===== src/rtl/fp16_to_intn_stream.sv =====
// ---------------------------------------------------------------------------
// fp16_to_intn_stream
//
// Converts a stream of IEEE-754 binary16 values into signed INT_WIDTH-bit
// integers. Round-to-nearest-even, saturating to the integer range.
// Two registered stages:
//   stage 1: decode exponent and align the significand into an integer
//            magnitude plus round/sticky bits
//   stage 2: round, apply sign, clamp, and classify (sat/nan)
// Sticky saturation/NaN flags and a saturation event counter are updated
// only when an output beat is accepted downstream.
//
// Ports:
//   clk_i, rst_i        clock (rising edge), asynchronous active-high reset
//   in_valid_i/in_ready_o/fp16_i       input stream: {sign, exp[4:0], frac[9:0]}
//   out_valid_o/out_ready_i            output stream handshake
//   int_o, sat_o, nan_o                per-beat result and status
//   clear_flags_i                      synchronous clear of sticky status
//   sat_flag_o, nan_flag_o             sticky status of accepted beats
//   sat_count_o                        accepted saturated beats, holds at 0xFFFF
//
// INT_WIDTH == 1 uses the encoding bit 1 = +1, bit 0 = -1.
// ---------------------------------------------------------------------------
module fp16_to_intn_stream #(
    parameter int INT_WIDTH = 4
) (
    input  logic                 clk_i,
    input  logic                 rst_i,
    input  logic                 in_valid_i,
    output logic                 in_ready_o,
    input  logic [15:0]          fp16_i,
    output logic                 out_valid_o,
    input  logic                 out_ready_i,
    output logic [INT_WIDTH-1:0] int_o,
    output logic                 sat_o,
    output logic                 nan_o,
    input  logic                 clear_flags_i,
    output logic                 sat_flag_o,
    output logic                 nan_flag_o,
    output logic [15:0]          sat_count_o
);

    localparam int MAX_I = (1 << (INT_WIDTH - 1)) - 1;
    localparam int MIN_I = -(1 << (INT_WIDTH - 1));
    localparam logic signed [19:0] MAX_V = 20'(MAX_I);
    localparam logic signed [19:0] MIN_V = 20'(MIN_I);

    // -----------------------------------------------------------------------
    // Handshake: a stage advances when it is empty or its consumer takes it.
    // -----------------------------------------------------------------------
    logic s1_valid;
    logic adv2;

    assign adv2       = !out_valid_o || out_ready_i;
    assign in_ready_o = !s1_valid || adv2;

    // -----------------------------------------------------------------------
    // Stage 1 decode (combinational)
    // -----------------------------------------------------------------------
    logic [4:0]  d_exp;
    logic [9:0]  d_frac;
    logic [10:0] d_sig;
    logic [4:0]  d_rshift;
    logic [21:0] d_align;
    logic [16:0] d_mag;
    logic        d_round;
    logic        d_sticky;
    logic        d_inf;
    logic        d_nan;

    assign d_exp  = fp16_i[14:10];
    assign d_frac = fp16_i[9:0];
    assign d_sig  = {1'b1, d_frac};

    // For 15 <= exp <= 25 the significand is shifted right by 25-exp. The
    // shifted-out bits land in d_align[10:0]: bit 10 is the round bit and the
    // rest feed sticky.
    assign d_rshift = 5'd25 - d_exp;
    assign d_align  = {d_sig, 11'b0} >> d_rshift;

    // NOTE: every output of a combinational block gets a default first, so no
    // path through the if/else chain can leave a value held (latch).
    always_comb begin
        d_mag    = '0;
        d_round  = 1'b0;
        d_sticky = 1'b0;
        d_inf    = 1'b0;
        d_nan    = 1'b0;
        if (d_exp == 5'd31) begin
            d_inf = (d_frac == 10'd0);
            d_nan = (d_frac != 10'd0);
        end else if (d_exp != 5'd0 && d_exp <= 5'd13) begin
            // |x| < 0.5 but non-zero: only sticky survives
            d_sticky = 1'b1;
        end else if (d_exp == 5'd14) begin
            // 0.5 <= |x| < 1
            d_round  = 1'b1;
            d_sticky = |d_frac;
        end else if (d_exp >= 5'd15 && d_exp <= 5'd25) begin
            d_mag    = {6'b0, d_align[21:11]};
            d_round  = d_align[10];
            d_sticky = |d_align[9:0];
        end else if (d_exp >= 5'd26) begin
            // exact: the significand is shifted left, at most 65504
            d_mag = {6'b0, d_sig} << (d_exp - 5'd25);
        end
        // exp == 0 (zero / subnormal) keeps the all-zero defaults
    end

    // -----------------------------------------------------------------------
    // Stage 1 registers
    // -----------------------------------------------------------------------
    logic        s1_sign;
    logic [16:0] s1_mag;
    logic        s1_round;
    logic        s1_sticky;
    logic        s1_inf;
    logic        s1_nan;

    // NOTE: sequential state is assigned with <= so every register samples
    // the pre-edge value of its sources, independent of statement order.
    always_ff @(posedge clk_i or posedge rst_i) begin
        if (rst_i) begin
            s1_valid <= 1'b0;
        end else if (in_ready_o) begin
            s1_valid <= in_valid_i;
        end
    end

    always_ff @(posedge clk_i or posedge rst_i) begin
        if (rst_i) begin
            s1_sign   <= 1'b0;
            s1_mag    <= '0;
            s1_round  <= 1'b0;
            s1_sticky <= 1'b0;
            s1_inf    <= 1'b0;
            s1_nan    <= 1'b0;
        end else if (in_ready_o && in_valid_i) begin
            s1_sign   <= fp16_i[15];
            s1_mag    <= d_mag;
            s1_round  <= d_round;
            s1_sticky <= d_sticky;
            s1_inf    <= d_inf;
            s1_nan    <= d_nan;
        end
    end

    // -----------------------------------------------------------------------
    // Stage 2 round / sign / saturate (combinational)
    // -----------------------------------------------------------------------
    logic [17:0]           r_mag;
    logic signed [19:0]    r_val;
    logic [INT_WIDTH-1:0]  n_int;
    logic                  n_sat;
    logic                  n_nan;

    // Round half to even: bump on round bit when above half or lsb is odd.
    assign r_mag = {1'b0, s1_mag} + 18'(s1_round && (s1_sticky || s1_mag[0]));
    assign r_val = s1_sign ? -$signed({2'b00, r_mag}) : $signed({2'b00, r_mag});

    always_comb begin
        n_int = r_val[INT_WIDTH-1:0];
        n_sat = 1'b0;
        n_nan = 1'b0;
        if (s1_nan) begin
            n_int = '0;
            n_nan = 1'b1;
        end else if (s1_inf) begin
            n_int = s1_sign ? MIN_V[INT_WIDTH-1:0] : MAX_V[INT_WIDTH-1:0];
            n_sat = 1'b1;
        end else if (r_val > MAX_V) begin
            n_int = MAX_V[INT_WIDTH-1:0];
            n_sat = 1'b1;
        end else if (r_val < MIN_V) begin
            n_int = MIN_V[INT_WIDTH-1:0];
            n_sat = 1'b1;
        end

        // One-bit lanes carry only +1/-1; anything else counts as clamped.
        if (INT_WIDTH == 1) begin
            n_int    = '0;
            n_int[0] = s1_nan ? 1'b1 : !s1_sign;
            n_sat    = !s1_nan && (s1_inf || r_mag != 18'd1);
        end
    end

    // -----------------------------------------------------------------------
    // Stage 2 registers (output)
    // -----------------------------------------------------------------------
    always_ff @(posedge clk_i or posedge rst_i) begin
        if (rst_i) begin
            out_valid_o <= 1'b0;
        end else if (adv2) begin
            out_valid_o <= s1_valid;
        end
    end

    // Data only loads with a real beat, so it stays stable while stalled.
    always_ff @(posedge clk_i or posedge rst_i) begin
        if (rst_i) begin
            int_o <= '0;
            sat_o <= 1'b0;
            nan_o <= 1'b0;
        end else if (adv2 && s1_valid) begin
            int_o <= n_int;
            sat_o <= n_sat;
            nan_o <= n_nan;
        end
    end

    // -----------------------------------------------------------------------
    // Status: counts only beats taken downstream; clear wins over the event.
    // -----------------------------------------------------------------------
    logic out_accept;
    assign out_accept = out_valid_o && out_ready_i;

    always_ff @(posedge clk_i or posedge rst_i) begin
        if (rst_i) begin
            sat_flag_o  <= 1'b0;
            nan_flag_o  <= 1'b0;
            sat_count_o <= '0;
        end else if (clear_flags_i) begin
            sat_flag_o  <= 1'b0;
            nan_flag_o  <= 1'b0;
            sat_count_o <= '0;
        end else if (out_accept) begin
            sat_flag_o <= sat_flag_o || sat_o;
            nan_flag_o <= nan_flag_o || nan_o;
            if (sat_o && sat_count_o != 16'hFFFF) begin
                sat_count_o <= sat_count_o + 16'd1;
            end
        end
    end

endmodule


===== config.mk =====
export PLATFORM = sky130hd
export DESIGN_NAME = fp16_to_intn_stream
export DESIGN_NICKNAME = d
export VERILOG_FILES = /design/src/rtl/fp16_to_intn_stream.sv
export SDC_FILE = /design/constraint.sdc
export NUM_CORES = 1
export LEC_CHECK = 0
export CELL_PAD_IN_SITES_DETAIL_PLACEMENT = 0
export CELL_PAD_IN_SITES_GLOBAL_PLACEMENT = 1
export CORE_ASPECT_RATIO = 0.8
export CORE_UTILIZATION = 40
export CTS_BUF_LIST = sky130_fd_sc_hd__clkbuf_16
export DETAILED_ROUTE_END_ITERATION = 16
export GPL_TIMING_DRIVEN = 0
export PLACE_DENSITY = 0.84
export SYNTH_ARGS = -nofsm -noshare
export SYNTH_HDL_FRONTEND = slang
export SYNTH_SLANG_ARGS = --single-unit

===== constraint.sdc =====
create_clock -name clk_i -period 4.2 [get_ports clk_i]
set_input_delay 0.63 -clock clk_i [delete_from_list [all_inputs] [get_ports clk_i]]
set_output_delay 0.63 -clock clk_i [all_outputs]
set_load 0.1 [all_outputs]

# Yosys cells after proc, flatten, opt, wreduce, memory -nomap -nowiden
# Cells that the tools add are included.
# totals
word_cells,85
ff_bits,48
inputBits,21
# op_classes
n_addsub,5
n_eq_ne,3
shifts,2
n_lt_le_gt_ge,6
mux,33
reduce_logical,22
# op_table
operator,n
17-bit 2-to-1 mux,5
16-bit 2-to-1 mux,3
22-bit by 5-bit right shift with 22-bit output,1
20-bit by 4-bit greater-than comparator with 1-bit output (second input constant),1
20-bit by 4-bit < comparator with 1-bit output (second input constant),1
20-bit 2-to-1 mux,1
4-bit 2-to-1 mux,5
18-bit negator with 20-bit output,1
10-bit OR reduction,2
1-bit 2-to-1 mux,19
17-bit by 1-bit adder with 18-bit output,1
11-bit by 5-bit left shift with 17-bit output,1
16-bit by 1-bit adder with 16-bit output (second input constant),1
16-bit != test (second input constant),1
10-bit zero test,1
10-bit nonzero test,1
1-bit logical AND,7
5-bit by 4-bit == test with 1-bit output (second input constant),1
5-bit == test (second input constant),1
5-bit by 4-bit >= comparator with 1-bit output (second input constant),1
5-bit >= comparator (second input constant),1
5-bit by 4-bit <= comparator with 1-bit output (second input constant),1
5-bit <= comparator (second input constant),1
1-bit logical OR,5
6 further kinds,8

# Depth between registers and ports, before layout
# Gate-level depths: netlist of the first run.
# depth
word_depth,10
depth_mapped,15
depth_no_buf,14

# Least setup slack after synthesis of the first run
# No wires, ideal clock.
# synth_path
kind,register to register
startpoint,register s1_mag[0]
endpoint,register int_o[2]
path_stages_with_launch,15
setup_slack_ps,271
setup_ps,101
t_arrival_ps,3828
cell_sequence,dfrtp_1 -> o21a_1 -> ha_1 -> ha_1 -> buf_6 -> and3_1 -> clkbuf_2 -> xnor2_1 -> a41oi_2 -> or4b_4 -> o41a_1 -> xor2_1 -> or4_1 -> o31a_1 -> o311ai_2
# synth_via
elab_chain_len,10
word_cells_on_any_way,11
cone_classes,add/sub: 2; order compare: 2; mux: 5; reduce/logical: 2
# synth_rtl
element,line,source
"start, declared",114,logic [16:0] s1_mag;
"start signal, assigned",140,s1_mag <= d_mag;
1-bit logical OR,158,"assign r_mag = {1'b0, s1_mag} + 18'(s1_round && (s1_sticky || s1_mag[0]));"
1-bit logical AND,158,
17-bit by 1-bit adder with 18-bit output *,158,
18-bit negator with 20-bit output,159,"assign r_val = s1_sign ? -$signed({2'b00, r_mag}) : $signed({2'b00, r_mag});"
20-bit 2-to-1 mux *,159,
20-bit by 4-bit < comparator with 1-bit output,174,end else if (r_val < MIN_V) begin
4-bit 2-to-1 mux,174,
4-bit 2-to-1 mux *,171,end else if (r_val > MAX_V) begin
4-bit 2-to-1 mux *,168,end else if (s1_inf) begin
4-bit 2-to-1 mux *,165,if (s1_nan) begin
"end signal, assigned",205,int_o <= n_int;
"end, declared",34,"output logic [INT_WIDTH-1:0] int_o,"
# Every way passes the cells marked *; elsewhere a longest branch is shown, timed or not.
# A chain may end at the register's enable or synchronous reset.

# Worst setup path in the final report of the first run
# layout_path
startpoint,register s1_mag[0]
endpoint,register int_o[0]
# Same word-level chain as after synthesis.

==> metrics.md, run 1 <==
| Metric | Value |
|---|---|
| Slack of the critical path | 121.1 ps |
| Place WS | -380.5 ps |
| I/O pin count | 47 |
| Pwr/cell area | 342.9 mW/mm^2 |
| Vias per cell | 5.948 |
| Total global-route track usage | 0.2150 |
| Synth area leader | dfrtp_1 |
| Final Hold Viols | 0 |
| First-pass GRT wire length | 21180 um |
| Largest net degree at the start of global routing | 39 |
| Setup violations, final | 0 |
| Die H | 99.56 um |
| Clock skew | 6.736 ps |
| Fill count | 1111 |
| DRT Wirelength | 13460 um |
| Via count | 4663 |
| Slew headroom | 0.3368 |
| Prevailing post-synth register cell | dfrtp_1 |
| Met2 wire length | 5926 um |
| Wire length per cell | 17.17 um |
| Synth Area in Adders | 0.03155 |
| Count leader, synth | nor2_1 |
| Remaining antenna violation count | 0 |
| Clock Tree Root | clkbuf_16 |
| Largest family of logic cells by synthesized area | simple AND/OR/NAND/NOR gates |
| Row cnt | 35 |
| Mux cell area share after synthesis | 0.08835 |
| Register area share after synthesis | 0.2524 |
| Final slew viol count | 0 |
| Synthesis Warnings | 0 |
| Worst path cell trace | o21a_1, ha_4, ha_4, buf_6, xor2_1, o31ai_4, and3_4, or2b_4, o41a_1, xor2_1, or4_1, o31a_1, o311ai_1 |
| Period utilisation layout | 0.9712 |
| Req. time, crit path | 4390 ps |
| Worst Hold Path Cells | 2 |
| Top cells by area, synth | dfrtp_1, mux2i_1, nor2_1, nand2_1, xnor2_1 |
| Max VDD drop | 0.0001830 V |
| Die area | 0.01234 mm^2 |
| Initial DRC Count | 270 |
| Arr. time, crit path | 4270 ps |
| Worst min path class | reg -> reg |
| Syn Inst Count | 577 |
| Skew-Pair Late Insertion Delay | 290 ps |
| Top-area cell type share of the netlist area | 0.2524 |
| Slew @ Worst Pin | 985.7 ps |
| Asr flop ratio synth | 1.000 |
| Mapped Area | 0.004758 mm^2 |
| Worst hold slack | 489.4 ps |
| Die width | 123.9 um |
| # clock sinks | 48 |
| Design Area, Final | 0.005832 mm^2 |
| Commonest cells post-synth | nor2_1, nand2_1, dfrtp_1 |
| Core area | 0.01156 mm^2 |
| Met1 wire length | 6639 um |
| Vias in the first global route | 4235 |
| Num CTS Buffers | 5 |
| Synth Net Count | 610 |
| Clock buffer depth | 2 |
| Crit path kind | reg -> reg |
| Tmin final | 4079 ps |
| Post-synthesis area per instance | 8.247 um^2 |
| Synth Area in XOR/XNOR | 0.09177 |
| Placer Congestion | 0.9600 |
| Diode count | 0 |
| Met3 wire length | 724 um |
| Final #Nets | 668 |
| Highest routed layer | met4 |
| CTS tree | built |
| CP Launch Type | register |
| Reg2reg path depth | 13 |
| Worst path max stage delay | 490 ps |
| Synth Register Bits | 48 |
| Outcome | finished, final reports clean |
| Starting Density | 0.4116 |
| Post-synthesis simple-gate area fraction | 0.2448 |
| Fmax | 245.2 MHz |
| H-tree level count | 2 |
| Pleak | 0.002359 uW |
| Critical Path Slowest Stage Cell | or4_1 |
| Compound-Gate Fraction of Synth Area | 0.2204 |
| Layout cells sized above 1 | 0.1494 |
| Cell variety after synth | 80 |
| CP Capture Type | register |
| Antenna violations before repair | 0 |
| Largest fanout on the critical path | 8 |
| Max Cap Viol | 0 |
| PortBufs | 42 |
| DRT Pass-1 Iters | 4 |
| Syn-to-layout area delta | 22.56% |
| Drt drc | 0 |
| Dpl hpwl | 10290 um |
| Placed standard-cell area | 0.005384 mm^2 |
| Total grt overflow | 0 |
| Post-synth EDFFs | 0 |
| Worst-path clk slew | 70 ps |
where the power goes:
group / leakage [uW] / internal [uW] / total (uW) / switching, uW
logic: 0.00162 / 350 / 950 / 600
registers: 0.000645 / 501 / 533 / 32.3
clock network: 0.0000944 / 343 / 516 / 173
placed cells by master (no fill, tap or decap), types with 5 or more instances in the layout:
cell	instances
o21ai_0	17
ha_1	10
dfrtp_1	48
o22ai_1	10
clkbuf_1	18
nor2_1	59
nor3_1	15
a22o_1	17
nand2b_1	6
xnor2_1	21
o211ai_1	5
clkbuf_8	6
nand3_1	14
clkbuf_2	5
nand4_1	18
inv_1	17
buf_4	11
and3_1	5
clkbuf_16	5
xor2_1	24
a211oi_1	6
a21oi_1	24
clkdlybuf4s50_1	42
o21a_1	10
nand2_1	58
nor4_1	5
mux2_2	8
a31oi_1	7
or2_2	5
mux2i_1	24
worst max-delay path: cells and delay by family (launching register included):
kind / cells / cell delay (ps)
simple gates: 3 / 1060
compound gates: 5 / 1620
flops: 1 / 400
fa+ha+maj: 2 / 370
buf+inv: 1 / 130
xor+xnor: 2 / 390
area by class of cell:
class | count | area, um^2 | area share
Buffer | 41 | 270.3 | 0.04634
Clock buffer | 5 | 125.1 | 0.02145
Clock inverter | 3 | 68.82 | 0.01180
Inverter | 19 | 71.32 | 0.01223
Multi-Input combinational cell | 468 | 3402 | 0.5834
Sequential cell | 48 | 1201 | 0.2060
Tap cell | 148 | 185.2 | 0.03175
Timing Repair Buffer | 52 | 508.0 | 0.08711
worst paths after layout:
kind	start	end	slack, ps
setup / recovery	s1_mag[0]$_DFFE_PP0P_	int_o[0]$_DFFE_PP0P_	120
hold / removal	s1_sticky$_DFFE_PP0P_	s1_sticky$_DFFE_PP0P_	490
setup reg to reg	s1_mag[0]$_DFFE_PP0P_	int_o[0]$_DFFE_PP0P_	120
hold reg to reg	s1_sticky$_DFFE_PP0P_	s1_sticky$_DFFE_PP0P_	490
max in group asynchronous	rst_i	s1_mag[11]$_DFFE_PP0P_	3130
min in group asynchronous	rst_i	sat_count_o[8]$_DFFE_PP0P_	590
timing repair:
action | in CTS | in global routing
pin swaps | 3 | 14
hold buffers | 0 | 0
setup endpoints to repair | 7 | 13
gates resized for setup | 11 | 33
buffers inserted | 2 | 7
state kept, by name, indices dropped and copies added, names as in the netlist:
name,cells
sat_o,1
s1_inf,1
s1_sign,1
s1_mag,17
out_valid_o,1
nan_o,1
s1_round,1
s1_valid,1
s1_sticky,1
nan_flag_o,1
sat_count_o,16
sat_flag_o,1
int_o,4
s1_nan,1
stage by stage:
| stage | utilization | cells | power [uW] | setup TNS [ps] |
|---|---|---|---|---|
| after floorplan | - | 577 | 1197 | 0 |
| final | 0.5044 | 784 | 2000 | 0 |
| after detailed placement | 0.4657 | 768 | 1415 | -3102 |
| after global routing | 0.5044 | 784 | 2096 | -83.48 |
| after CTS | 0.4891 | 778 | 1952 | 0 |
| after global placement | 0.4640 | 767 | 1402 | -2309 |
metal layers:
metal  vias up  global-route usage
li1       2256                   -
met1      2260              0.3181
met2       130              0.3248
met3        17             0.03727
met4         0             0.04487
met5         -                   0
kinds of logic after synthesis:
logic type / count (synthesis)
flip-flops: 48
buffers and inverters: 61
multiplexers: 36
AND/OR/NAND/NOR: 228
XOR/XNOR: 49
AO/OA/AOI/OAI: 143
adder cells (fa/ha/maj): 12
No activity file was read; power rests on OpenSTA's default activity.
==> run 2: changes to the inputs <==
--- a/config.mk
+++ b/config.mk
@@ -5,9 +5,10 @@
 export SDC_FILE = /design/constraint.sdc
 export NUM_CORES = 1
 export LEC_CHECK = 0
+export CAP_MARGIN = 25
 export CELL_PAD_IN_SITES_DETAIL_PLACEMENT = 0
 export CELL_PAD_IN_SITES_GLOBAL_PLACEMENT = 1
-export CORE_ASPECT_RATIO = 0.8
+export CORE_ASPECT_RATIO = 1.2
 export CORE_UTILIZATION = 40
 export CTS_BUF_LIST = sky130_fd_sc_hd__clkbuf_16
 export DETAILED_ROUTE_END_ITERATION = 16
==> metrics.md, run 2 (synthesis results as in run 1) <==
| Metric | Value |
|---|---|
| DRT Pass-1 Iters | 4 (unchanged) |
| Dpl hpwl | 9834 um (-4.4%) |
| Max VDD drop | 0.0002789 V (+52%) |
| Top reg by flops | s1_mag |
| Outcome | finished, final reports clean |
| Worst-path clk slew | 60 ps (about the same) |
| CP Capture Type | register |
| Worst min path class | reg -> reg |
| CTS tree | built |
| Commonest non-fill, non-tap cell in the layout | nor2_1 |
| Worst hold slack | 485.1 ps (-4.243 ps) |
| Fmax | 248.8 MHz (+1.5%) |
| Critical Path Slowest Stage Cell | or4b_4 |
| Pleak | 0.002314 uW (-1.9%) |
| Starting Density | 0.4114 (about the same) |
| Remaining antenna violation count | 0 (unchanged) |
| Diode count | 0 (unchanged) |
| Clock Tree Root | clkbuf_16 |
| DRT Wirelength | 12660 um (-5.9%) |
| Skew-Pair Late Insertion Delay | 290 ps (about the same) |
| Vias per cell | 5.789 (-2.7%) |
| Crit path kind | reg -> reg |
| TNS Setup | 0 ps (unchanged) |
| Largest net degree at the start of global routing | 46 (+18%) |
| Vias in the first global route | 4159 (-1.8%) |
| Placed cells | 777 (+1.2%) |
| RSZ-0062 raised after global routing | false |
| Tmin final | 4019 ps (-60.21 ps) |
| Setup violations, final | 0 (unchanged) |
| Period utilisation layout | 0.9568 (-0.01434) |
| Die area | 0.01234 mm^2 (about the same) |
| Num CTS Buffers | 5 (unchanged) |
| PortBufs | 42 (unchanged) |
| First-pass GRT wire length | 20400 um (-3.7%) |
| Critical Path Most Common Cell | ha_4 |
| Antenna violations before repair | 0 (unchanged) |
| Wire length per cell | 16.07 um (-6.4%) |
| Worst path max stage delay | 520 ps (+30 ps) |
| Drt drc | 0 (unchanged) |
| Final Hold Viols | 0 (unchanged) |
| Via count | 4562 (-2.2%) |
| Slew headroom | 0.3427 (+0.005917) |
| Req. time, crit path | 4390 ps (about the same) |
| Clock buffer depth | 2 (unchanged) |
| Worst path cell trace | o21a_1, ha_4, ha_4, buf_6, and3_4, xnor2_2, a41oi_2, or4b_4, o41a_1, xor2_1, or4_1, o31a_1, o311ai_1 |
| Arr. time, crit path | 4200 ps (-70 ps) |
| Largest fanout on the critical path | 8 (unchanged) |
| Layout cells sized above 1 | 0.1347 (-0.01466) |
| Die H | 121.5 um (+22%) |
| Max FFs per register | 17 (unchanged) |
| # clock sinks | 48 (unchanged) |
| Syn-to-layout area delta | 20.80% |
| Fill count | 1095 (-1.4%) |
| Max Cap Viol | 0 (unchanged) |
| CP Launch Type | register |
| Die width | 101.6 um (-18%) |
| # hold bufs at CTS | 0 (unchanged) |
| Most frequent cells in the layout | nor2_1, nand2_1, dfrtp_1, clkdlybuf4s50_1 |
| Core area | 0.01157 mm^2 (about the same) |
| Row cnt | 43 (+23%) |
| Slew @ Worst Pin | 982.9 ps (-2.866 ps) |
| Final #Nets | 664 (-0.60%) |
| Biggest regs | s1_mag: 17 flops, sat_count_o: 16 flops, int_o: 4 flops |
| Initial DRC Count | 163 (-40%) |
| Total global-route track usage | 0.2089 (-0.006081) |
| I/O pin count | 47 (unchanged) |
| Clock skew | 4.169 ps (-2.567 ps) |
| Total grt overflow | 0 (unchanged) |
| Pwr/cell area | 337.0 mW/mm^2 (-1.7%) |
| Final std cells w/o fill | 788 (+0.51%) |
| Final slew viol count | 0 (unchanged) |
| H-tree level count | 2 (unchanged) |
| Placer Congestion | 0.9599 (about the same) |
[run 2: changes by cell type in the layout (fill, tap and decap cells not counted), sizes merged]
cell and delta:
buf -6, clkbuf +2, inv -1
[run 2: path summary, 6_finish.rpt]
path	startpoint	slack (ps)	end	depth (start not counted)
worst min-delay path	s1_sticky$_DFFE_PP0P_	490	s1_sticky$_DFFE_PP0P_	2
max in group asynchronous	rst_i	3240	s1_mag[15]$_DFFE_PP0P_	3
worst max-delay path	s1_mag[0]$_DFFE_PP0P_	180	int_o[0]$_DFFE_PP0P_	13
worst min register to register	s1_sticky$_DFFE_PP0P_	490	s1_sticky$_DFFE_PP0P_	2
worst max register to register	s1_mag[0]$_DFFE_PP0P_	180	int_o[0]$_DFFE_PP0P_	13
min in group asynchronous	rst_i	530	sat_o$_DFFE_PP0P_	2
[run 2: what timing repair did]
item	4_1_cts	5_1_grt
buffers inserted	0	5
gates resized for setup	5	24
setup endpoints to repair	7	12
pin swaps	2	9
[run 2: layout make-up]
cell class / count / area (um^2) / area share
Buffer: 41 / 267.8 / 0.04658
Multi-Input combinational cell: 468 / 3348 / 0.5825
Inverter: 19 / 71.32 / 0.01241
Timing Repair Buffer: 48 / 478.0 / 0.08315
Clock buffer: 5 / 125.1 / 0.02177
Sequential cell: 48 / 1201 / 0.2090
Tap cell: 157 / 196.4 / 0.03417
Clock inverter: 2 / 60.06 / 0.01045
[run 2: worst max-delay path: cells and delay by family (launching register included)]
kind / cells / cell delay [ps]
buffers and inverters: 1 / 130
AO/OA/AOI/OAI: 5 / 1480
AND/OR/NAND/NOR: 3 / 1210
XOR/XNOR: 2 / 350
adder cells (fa/ha/maj): 2 / 360
flip-flops: 1 / 380
[run 2: through the flow]
| step | area [um^2] | total power (uW) | utilization | setup slack, ps |
|---|---|---|---|---|
| 6_report | 5748 | 1937 | 0.4969 | 181.3 |
| 5_1_grt | 5748 | 2033 | 0.4969 | 3.447 |
| 4_1_cts | 5598 | 1909 | 0.4839 | 0.4445 |
| 3_5_place_dp | 5395 | 1400 | 0.4664 | -433.9 |
| 3_3_place_gp | 5375 | 1389 | 0.4647 | -293.4 |
| 2_1_floorplan | 4758 | 1197 | - | 271.0 |
[run 2: report_power, final]
part / internal (uW) / total, uW / switching (uW)
Combinational: 328 / 905 / 577
Clock: 337 / 499 / 162
Sequential: 501 / 533 / 31.3
Total: 1170 / 1940 / 771
[run 2: layer usage]
metal  vias to the layer above  share of wire  global-route usage  routed length [um]
li1                       2251              -                   -                   -
met3                        26          0.031             0.01786                 396
met2                       119           0.50              0.3636                6347
met5                         -              0                   0                   0
met1                      2166           0.43              0.2589                5505
met4                         0          0.033             0.09420                 412
